<file path="config.mk">
export PLATFORM = sky130hd
export DESIGN_NAME = packet_disassembler_flat
export DESIGN_NICKNAME = d
export VERILOG_FILES = /design/src/rtl/packet_disassembler_if.sv /design/src/rtl/packet_disassembler.sv /design/src/flat_wrapper.sv
export SDC_FILE = /design/constraint.sdc
export NUM_CORES = 1
export LEC_CHECK = 0
export CAP_MARGIN = 10
export CORE_MARGIN = 5
export CORE_UTILIZATION = 51
export CTS_CLUSTER_DIAMETER = 80
export DETAILED_ROUTE_END_ITERATION = 8
export GPL_ROUTABILITY_DRIVEN = 0
export PLACE_DENSITY = 0.91
export SYNTH_ARGS = -nofsm -noshare
export SYNTH_HDL_FRONTEND = slang
export SYNTH_SLANG_ARGS = --single-unit
</file>
<file path="constraint.sdc">
create_clock -name clock -period 4.5 [get_ports clock]
set_input_delay 1.35 -clock clock [delete_from_list [all_inputs] [get_ports clock]]
set_output_delay 1.35 -clock clock [all_outputs]
set_load 0.005 [all_outputs]
</file>
<file path="src/rtl/packet_disassembler_if.sv">
// Valid/ready word stream carrying data plus an end-of-packet marker.
// master drives valid/data/last, slave drives ready.
interface packet_disassembler_if #(
  parameter int DATA_WIDTH = 32
);
  logic                  valid;
  logic [DATA_WIDTH-1:0] data;
  logic                  last;
  logic                  ready;

  modport master (output valid, output data, output last, input ready);
  modport slave  (input valid, input data, input last, output ready);
endinterface

</file>
<file path="src/rtl/packet_disassembler.sv">
// Strips the header word from framed packets and forwards the payload.
// Reports length/framing mismatches and counts error-free packets.
module packet_disassembler #(
  parameter int DATA_WIDTH = 32,
  parameter int LEN_WIDTH  = 16,
  parameter int CNT_WIDTH  = 16
) (
  input  logic                            clock,
  input  logic                            reset,
  packet_disassembler_if.slave            s_in,
  packet_disassembler_if.master           m_out,
  output logic [DATA_WIDTH-LEN_WIDTH-1:0] tagOut,
  output logic                            errShort,
  output logic                            errLong,
  output logic [CNT_WIDTH-1:0]            pktCount
);

  localparam int TAG_WIDTH = DATA_WIDTH - LEN_WIDTH;

  typedef enum logic [1:0] {
    ST_IDLE    = 2'd0,
    ST_PAYLOAD = 2'd1,
    ST_DROP    = 2'd2
  } state_e;

  state_e                 state_q,     state_d;
  logic [LEN_WIDTH-1:0]   len_q,       len_d;
  logic [LEN_WIDTH-1:0]   cnt_q,       cnt_d;
  logic [TAG_WIDTH-1:0]   tag_q,       tag_d;
  logic                   valid_q,     valid_d;
  logic [DATA_WIDTH-1:0]  data_q,      data_d;
  logic                   last_q,      last_d;
  logic                   err_short_q, err_short_d;
  logic                   err_long_q,  err_long_d;
  logic [CNT_WIDTH-1:0]   pkt_cnt_q,   pkt_cnt_d;

  logic                   ready_s;
  logic                   in_xfer_s;
  logic                   out_xfer_s;
  logic [LEN_WIDTH-1:0]   hdr_len_s;
  logic [TAG_WIDTH-1:0]   hdr_tag_s;
  logic [LEN_WIDTH-1:0]   cnt_inc_s;
  logic [CNT_WIDTH-1:0]   pkt_inc_s;
  logic                   hdr_len_zero_s;

  // Backpressure only matters while payload is flowing into the output register.
  assign ready_s        = (state_q == ST_PAYLOAD) ? (!valid_q || m_out.ready) : 1'b1;
  assign in_xfer_s      = s_in.valid && ready_s;
  assign out_xfer_s     = valid_q && m_out.ready;
  assign hdr_len_s      = s_in.data[LEN_WIDTH-1:0];
  assign hdr_tag_s      = s_in.data[DATA_WIDTH-1:LEN_WIDTH];
  assign hdr_len_zero_s = (hdr_len_s == {LEN_WIDTH{1'b0}});
  assign cnt_inc_s      = cnt_q + {{(LEN_WIDTH-1){1'b0}}, 1'b1};
  assign pkt_inc_s      = pkt_cnt_q + {{(CNT_WIDTH-1){1'b0}}, 1'b1};

  assign s_in.ready  = ready_s;
  assign m_out.valid = valid_q;
  assign m_out.data  = data_q;
  assign m_out.last  = last_q;
  assign tagOut      = tag_q;
  assign errShort    = err_short_q;
  assign errLong     = err_long_q;
  assign pktCount    = pkt_cnt_q;

  // Next-state, output-register and status computation.
  always_comb begin
    state_d     = state_q;
    len_d       = len_q;
    cnt_d       = cnt_q;
    tag_d       = tag_q;
    data_d      = data_q;
    last_d      = last_q;
    err_short_d = 1'b0;
    err_long_d  = 1'b0;
    pkt_cnt_d   = pkt_cnt_q;

    if (out_xfer_s) begin
      valid_d = 1'b0;
    end else begin
      valid_d = valid_q;
    end

    case (state_q)
      ST_IDLE: begin
        // A held output word stays put here; only the header fields are captured.
        if (in_xfer_s) begin
          tag_d = hdr_tag_s;
          len_d = hdr_len_s;
          cnt_d = {LEN_WIDTH{1'b0}};
          if (!hdr_len_zero_s && !s_in.last) begin
            state_d = ST_PAYLOAD;
          end else if (hdr_len_zero_s && s_in.last) begin
            pkt_cnt_d = pkt_inc_s;
          end else if (hdr_len_zero_s) begin
            err_long_d = 1'b1;
            state_d    = ST_DROP;
          end else begin
            err_short_d = 1'b1;
          end
        end else begin
          state_d = ST_IDLE;
        end
      end

      ST_PAYLOAD: begin
        if (in_xfer_s) begin
          valid_d = 1'b1;
          data_d  = s_in.data;
          cnt_d   = cnt_inc_s;
          if (cnt_inc_s == len_q) begin
            last_d = 1'b1;
            if (s_in.last) begin
              pkt_cnt_d = pkt_inc_s;
              state_d   = ST_IDLE;
            end else begin
              err_long_d = 1'b1;
              state_d    = ST_DROP;
            end
          end else if (s_in.last) begin
            last_d      = 1'b1;
            err_short_d = 1'b1;
            state_d     = ST_IDLE;
          end else begin
            last_d = 1'b0;
          end
        end else begin
          state_d = ST_PAYLOAD;
        end
      end

      ST_DROP: begin
        if (in_xfer_s && s_in.last) begin
          state_d = ST_IDLE;
        end else begin
          state_d = ST_DROP;
        end
      end

      default: begin
        state_d = ST_IDLE;
      end
    endcase
  end

  // State and register update with asynchronous reset.
  always_ff @(posedge clock or posedge reset) begin
    if (reset) begin
      state_q     <= ST_IDLE;
      len_q       <= {LEN_WIDTH{1'b0}};
      cnt_q       <= {LEN_WIDTH{1'b0}};
      tag_q       <= {TAG_WIDTH{1'b0}};
      valid_q     <= 1'b0;
      data_q      <= {DATA_WIDTH{1'b0}};
      last_q      <= 1'b0;
      err_short_q <= 1'b0;
      err_long_q  <= 1'b0;
      pkt_cnt_q   <= {CNT_WIDTH{1'b0}};
    end else begin
      state_q     <= state_d;
      len_q       <= len_d;
      cnt_q       <= cnt_d;
      tag_q       <= tag_d;
      valid_q     <= valid_d;
      data_q      <= data_d;
      last_q      <= last_d;
      err_short_q <= err_short_d;
      err_long_q  <= err_long_d;
      pkt_cnt_q   <= pkt_cnt_d;
    end
  end

endmodule

</file>
<file path="src/flat_wrapper.sv">
// flat-port wrapper written by rule: the top's interface ports become plain ports
module packet_disassembler_flat 
#(
  parameter int DATA_WIDTH = 32,
  parameter int LEN_WIDTH  = 16,
  parameter int CNT_WIDTH  = 16
)
  (clock, reset, tagOut, errShort, errLong, pktCount, s_in_valid, s_in_data, s_in_last, s_in_ready, m_out_valid, m_out_data, m_out_last, m_out_ready);
  packet_disassembler_if #(.DATA_WIDTH(DATA_WIDTH)) s_in_i ();
  packet_disassembler_if #(.DATA_WIDTH(DATA_WIDTH)) m_out_i ();
  input  logic clock;
  input  logic reset;
  output logic [DATA_WIDTH-LEN_WIDTH-1:0] tagOut;
  output logic errShort;
  output logic errLong;
  output logic [CNT_WIDTH-1:0] pktCount;
  input wire logic [$bits(s_in_i.valid)-1:0] s_in_valid;
  input wire logic [$bits(s_in_i.data)-1:0] s_in_data;
  input wire logic [$bits(s_in_i.last)-1:0] s_in_last;
  output wire logic [$bits(s_in_i.ready)-1:0] s_in_ready;
  output wire logic [$bits(m_out_i.valid)-1:0] m_out_valid;
  output wire logic [$bits(m_out_i.data)-1:0] m_out_data;
  output wire logic [$bits(m_out_i.last)-1:0] m_out_last;
  input wire logic [$bits(m_out_i.ready)-1:0] m_out_ready;
  assign s_in_i.valid = s_in_valid;
  assign s_in_i.data = s_in_data;
  assign s_in_i.last = s_in_last;
  assign s_in_ready = s_in_i.ready;
  assign m_out_valid = m_out_i.valid;
  assign m_out_data = m_out_i.data;
  assign m_out_last = m_out_i.last;
  assign m_out_i.ready = m_out_ready;
  packet_disassembler #(.DATA_WIDTH(DATA_WIDTH), .LEN_WIDTH(LEN_WIDTH), .CNT_WIDTH(CNT_WIDTH)) u_core (.clock(clock), .reset(reset), .s_in(s_in_i), .m_out(m_out_i), .tagOut(tagOut), .errShort(errShort), .errLong(errLong), .pktCount(pktCount));
endmodule
</file>
==> summary.txt <==
Run status
  • Run status: complete, no violations

Route
  • Vias per cell: 5.786
  • First drt pass iteration count: 5
  • Met2 Routed Length: 6678 um
  • # DRC: 0
  • Routed met3 length: 942 um
  • Antenna-violating nets left: 0
  • Post-DR wirelength/cell: 18.23 um
  • Final wirelength: 12970 um
  • Highest Signal Layer: met4
  • Iter 0 DRT Violations: 312
  • Met1 Wirelength: 4939 um
  • DR vias: 4114

Synth
  • Post-Synth Simple-Gate Area: 21.67%
  • Mapped Avg Cell Area: 10.27 um2
  • Largest family of logic cells by synthesized area: simple AND/OR/NAND/NOR gates
  • Syn. warnings: 0
  • Adder-Cell Fraction of Synth Area: 0.5110%
  • Post-synthesis xor/xnor area fraction: 7.154%
  • Library cells used by synthesis: 51
  • Cell taking the most area after synthesis: dfrtp_1
  • Post-synthesis sequential area ratio: 52.12%
  • Mapped Area: 0.004897 mm2
  • Synth top area share: 52.12%
  • Register bit count reported by yosys: 102
  • Mapped Cells: 477
  • Mux cell area share after synthesis: 8.661%
  • Top_reg_cell synth: dfrtp_1
  • Post-synth EDFFs: 0
  • Compound-Gate Fraction of Synth Area: 6.873%
  • Post-synth ARST share: 100.0%
  • Synth top area cells: dfrtp_1 52%, nand2_1 9.9%, mux2_2 7.8%
  • Mapped Nets: 516

Timing
  • Rel. slew slack: 43.00%
  • Setup-failing EPs final: 0
  • Final hold viol count: 0
  • Final WS setup: 0.6532 ns
  • RSZ-0062 raised after global routing: no
  • Clock Skews: 0.008398 ns
  • Worst slew pin tran: 0.8520 ns
  • F_max: 260.0 MHz
  • Final period utilization: 85.48%
  • Final Critical Period: 3.847 ns
  • Final Max Tran Viols: 0
  • Setup TNS: 0 ns

Power and ir drop
  • Clock share of power: 17.9%
  • P_int: 2303 uW
  • Comb pwr share: 40.5%
  • Switch share: 35.24%
  • Max VDD drop: 0.4037 mV
  • Sw Pwr: 1253 uW
  • Leak: 0.002772 uW
  • PD cells: 566.6 mW/mm2
  • Reg power frac: 41.6%

Finish
  • NumNets Final: 616
  • Synthesis-to-layout area growth: 28.18%
  • Commonest non-fill, non-tap cell in the layout: nand2_1
  • N_diodes: 0
  • Share of cells above drive strength 1: 12.54%
  • Most frequent cells in the layout: 129 x nand2_1, 105 x clkdlybuf4s50_1, 102 x dfrtp_1
  • Cell Count, Final, Fillers Out: 711

Clock tree
  • CTS hold repair buffers: 0
  • Clock sink count: 102
  • Clock H-tree levels: 3
  • Clk slew on worst S/H paths: 0.10 ns
  • Worst skew pair latency: 0.37 ns
  • Setup bufs post-CTS: 0
  • CTS Buffer Depth: 2
  • Post-CTS sizing: 0
  • CTS root buf: clkbuf_8
  • CTS tree: yes
  • Total CTS buffers: 9

Floorplan
  • Die area: 0.01166 mm2
  • Top Ports: 106
  • Core Region: 0.009284 mm2
  • Starting Density: 52.75%
  • Die Span X: 108.0 um
  • Std cell rows: 35
  • Die Ht: 108.0 um

Place
  • Placed cells: 695
  • DPL Wire Length: 9020 um
  • # port buffers: 105
  • Worst slack, placed: 0.6529 ns

Global routing
  • Total grt overflow: 0
  • GRT Total Usage: 23.25%
  • First-pass GRT wire length: 21710 um
  • Antenna violations before repair: 0
  • Largest net degree at the start of global routing: 61
  • Vias in the first global route: 4303

Worst setup path
  • WP data arrival: 2.50 ns
  • Max FO, Critical Path: 3
  • Worst endpoint required time: 3.15 ns
  • Startpoint Class: primary input
  • Crit path capture type: output port
  • CP Class: in -> out

Run
  • Total of max-cap violations: 0

Min path
  • Worst Hold Class: reg -> reg
## state kept, by name, indices dropped and copies added (netlist names)
signal              cells
u_core.errLong          1
u_core.tagOut          16
u_core.m_out.last       1
u_core.m_out.data      32
u_core.pktCount        16
u_core.errShort         1
u_core.cnt_q           16
u_core.state_q          2
u_core.m_out.valid      1
u_core.len_q           16
## per-stage QoR
step                      total power, uW  hold WS, ns  cell area [um2]  utilization [%]
after floorplan                      2192       0.4683             4897                -
after global placement               2835       0.4564             6056            65.23
after detailed placement             2922       0.4646             6056            65.23
after CTS                            3569       0.4886             6277            67.61
after global routing                 3779       0.5000             6277            67.61
final                                3557       0.4786             6277            67.61
## critical path: stages
cell and delay (ns):
clkdlybuf4s50_1 0.41, nor2b_1 0.19, nand2_1 0.08, clkdlybuf4s50_1 0.46
## cell families after synthesis
| group | count (synthesis) |
|---|---|
| fa+ha+maj | 2 |
| xor+xnor | 40 |
| simple gates | 214 |
| compound gates | 50 |
| buf+inv | 31 |
| flops | 102 |
| mux | 38 |
## path summary, 6_finish.rpt
| kind | start | endpoint | slack, ns | depth (start not counted) |
|---|---|---|---|---|
| max in group asynchronous | reset | u_core.tagOut[7]$_DFFE_PP0P_ | 2.22 | 3 |
| max reg2reg | u_core.cnt_q[0]$_DFFE_PP0P_ | u_core.pktCount[1]$_DFFE_PP0P_ | 1.06 | 8 |
| min reg2reg | u_core.pktCount[15]$_DFFE_PP0P_ | u_core.pktCount[15]$_DFFE_PP0P_ | 0.48 | 1 |
| max | m_out_ready | s_in_ready | 0.65 | 4 |
| min | u_core.pktCount[15]$_DFFE_PP0P_ | u_core.pktCount[15]$_DFFE_PP0P_ | 0.48 | 1 |
| min in group asynchronous | reset | u_core.tagOut[9]$_DFFE_PP0P_ | 1.43 | 2 |
## layer usage
| metal | track usage [%] | up-vias |
|---|---|---|
| li1 | - | 1832 |
| met1 | 27.75 | 2029 |
| met2 | 40.10 | 200 |
| met3 | 5.970 | 53 |
| met4 | 9.468 | 0 |
| met5 | 0 | - |
## cells in the mapped netlist (3+ instances only)
library cell and instances:
mux2_2 34, buf_4 3, clkbuf_1 15, nor2b_1 3, nor3_1 4, a21oi_1 10, nor2_1 14, nand3_1 10
dfrtp_1 102, inv_1 7, buf_2 4, mux2i_1 3, a31oi_1 3, nand2b_1 4, and3_1 13, and2_1 4
xnor2_1 33, nor4_1 6, o21ai_0 16, nand4_1 11, o31ai_1 6, xor2_1 7, nand2_1 129
## power groups by stage
stage                     clock network, uW  logic, uW  registers (uW)
final                                   638       1440            1480
after detailed placement                  0       1440            1490
after CTS                               646       1450            1470
after global routing                    691       1570            1520
after global placement                    0       1370            1460
after floorplan                           0        747            1450
## area by class of cell
cell class / count / area (um2)
Tap cell: 129 / 161.4
Multi-Input combinational cell: 344 / 2202
Timing Repair Buffer: 113 / 1111
Clock buffer: 9 / 123.9
Fill cell: 667 / 3007
Sequential cell: 102 / 2552
Inverter: 7 / 28.78
Clock inverter: 7 / 97.59
Power figures use the tool's default switching activity.
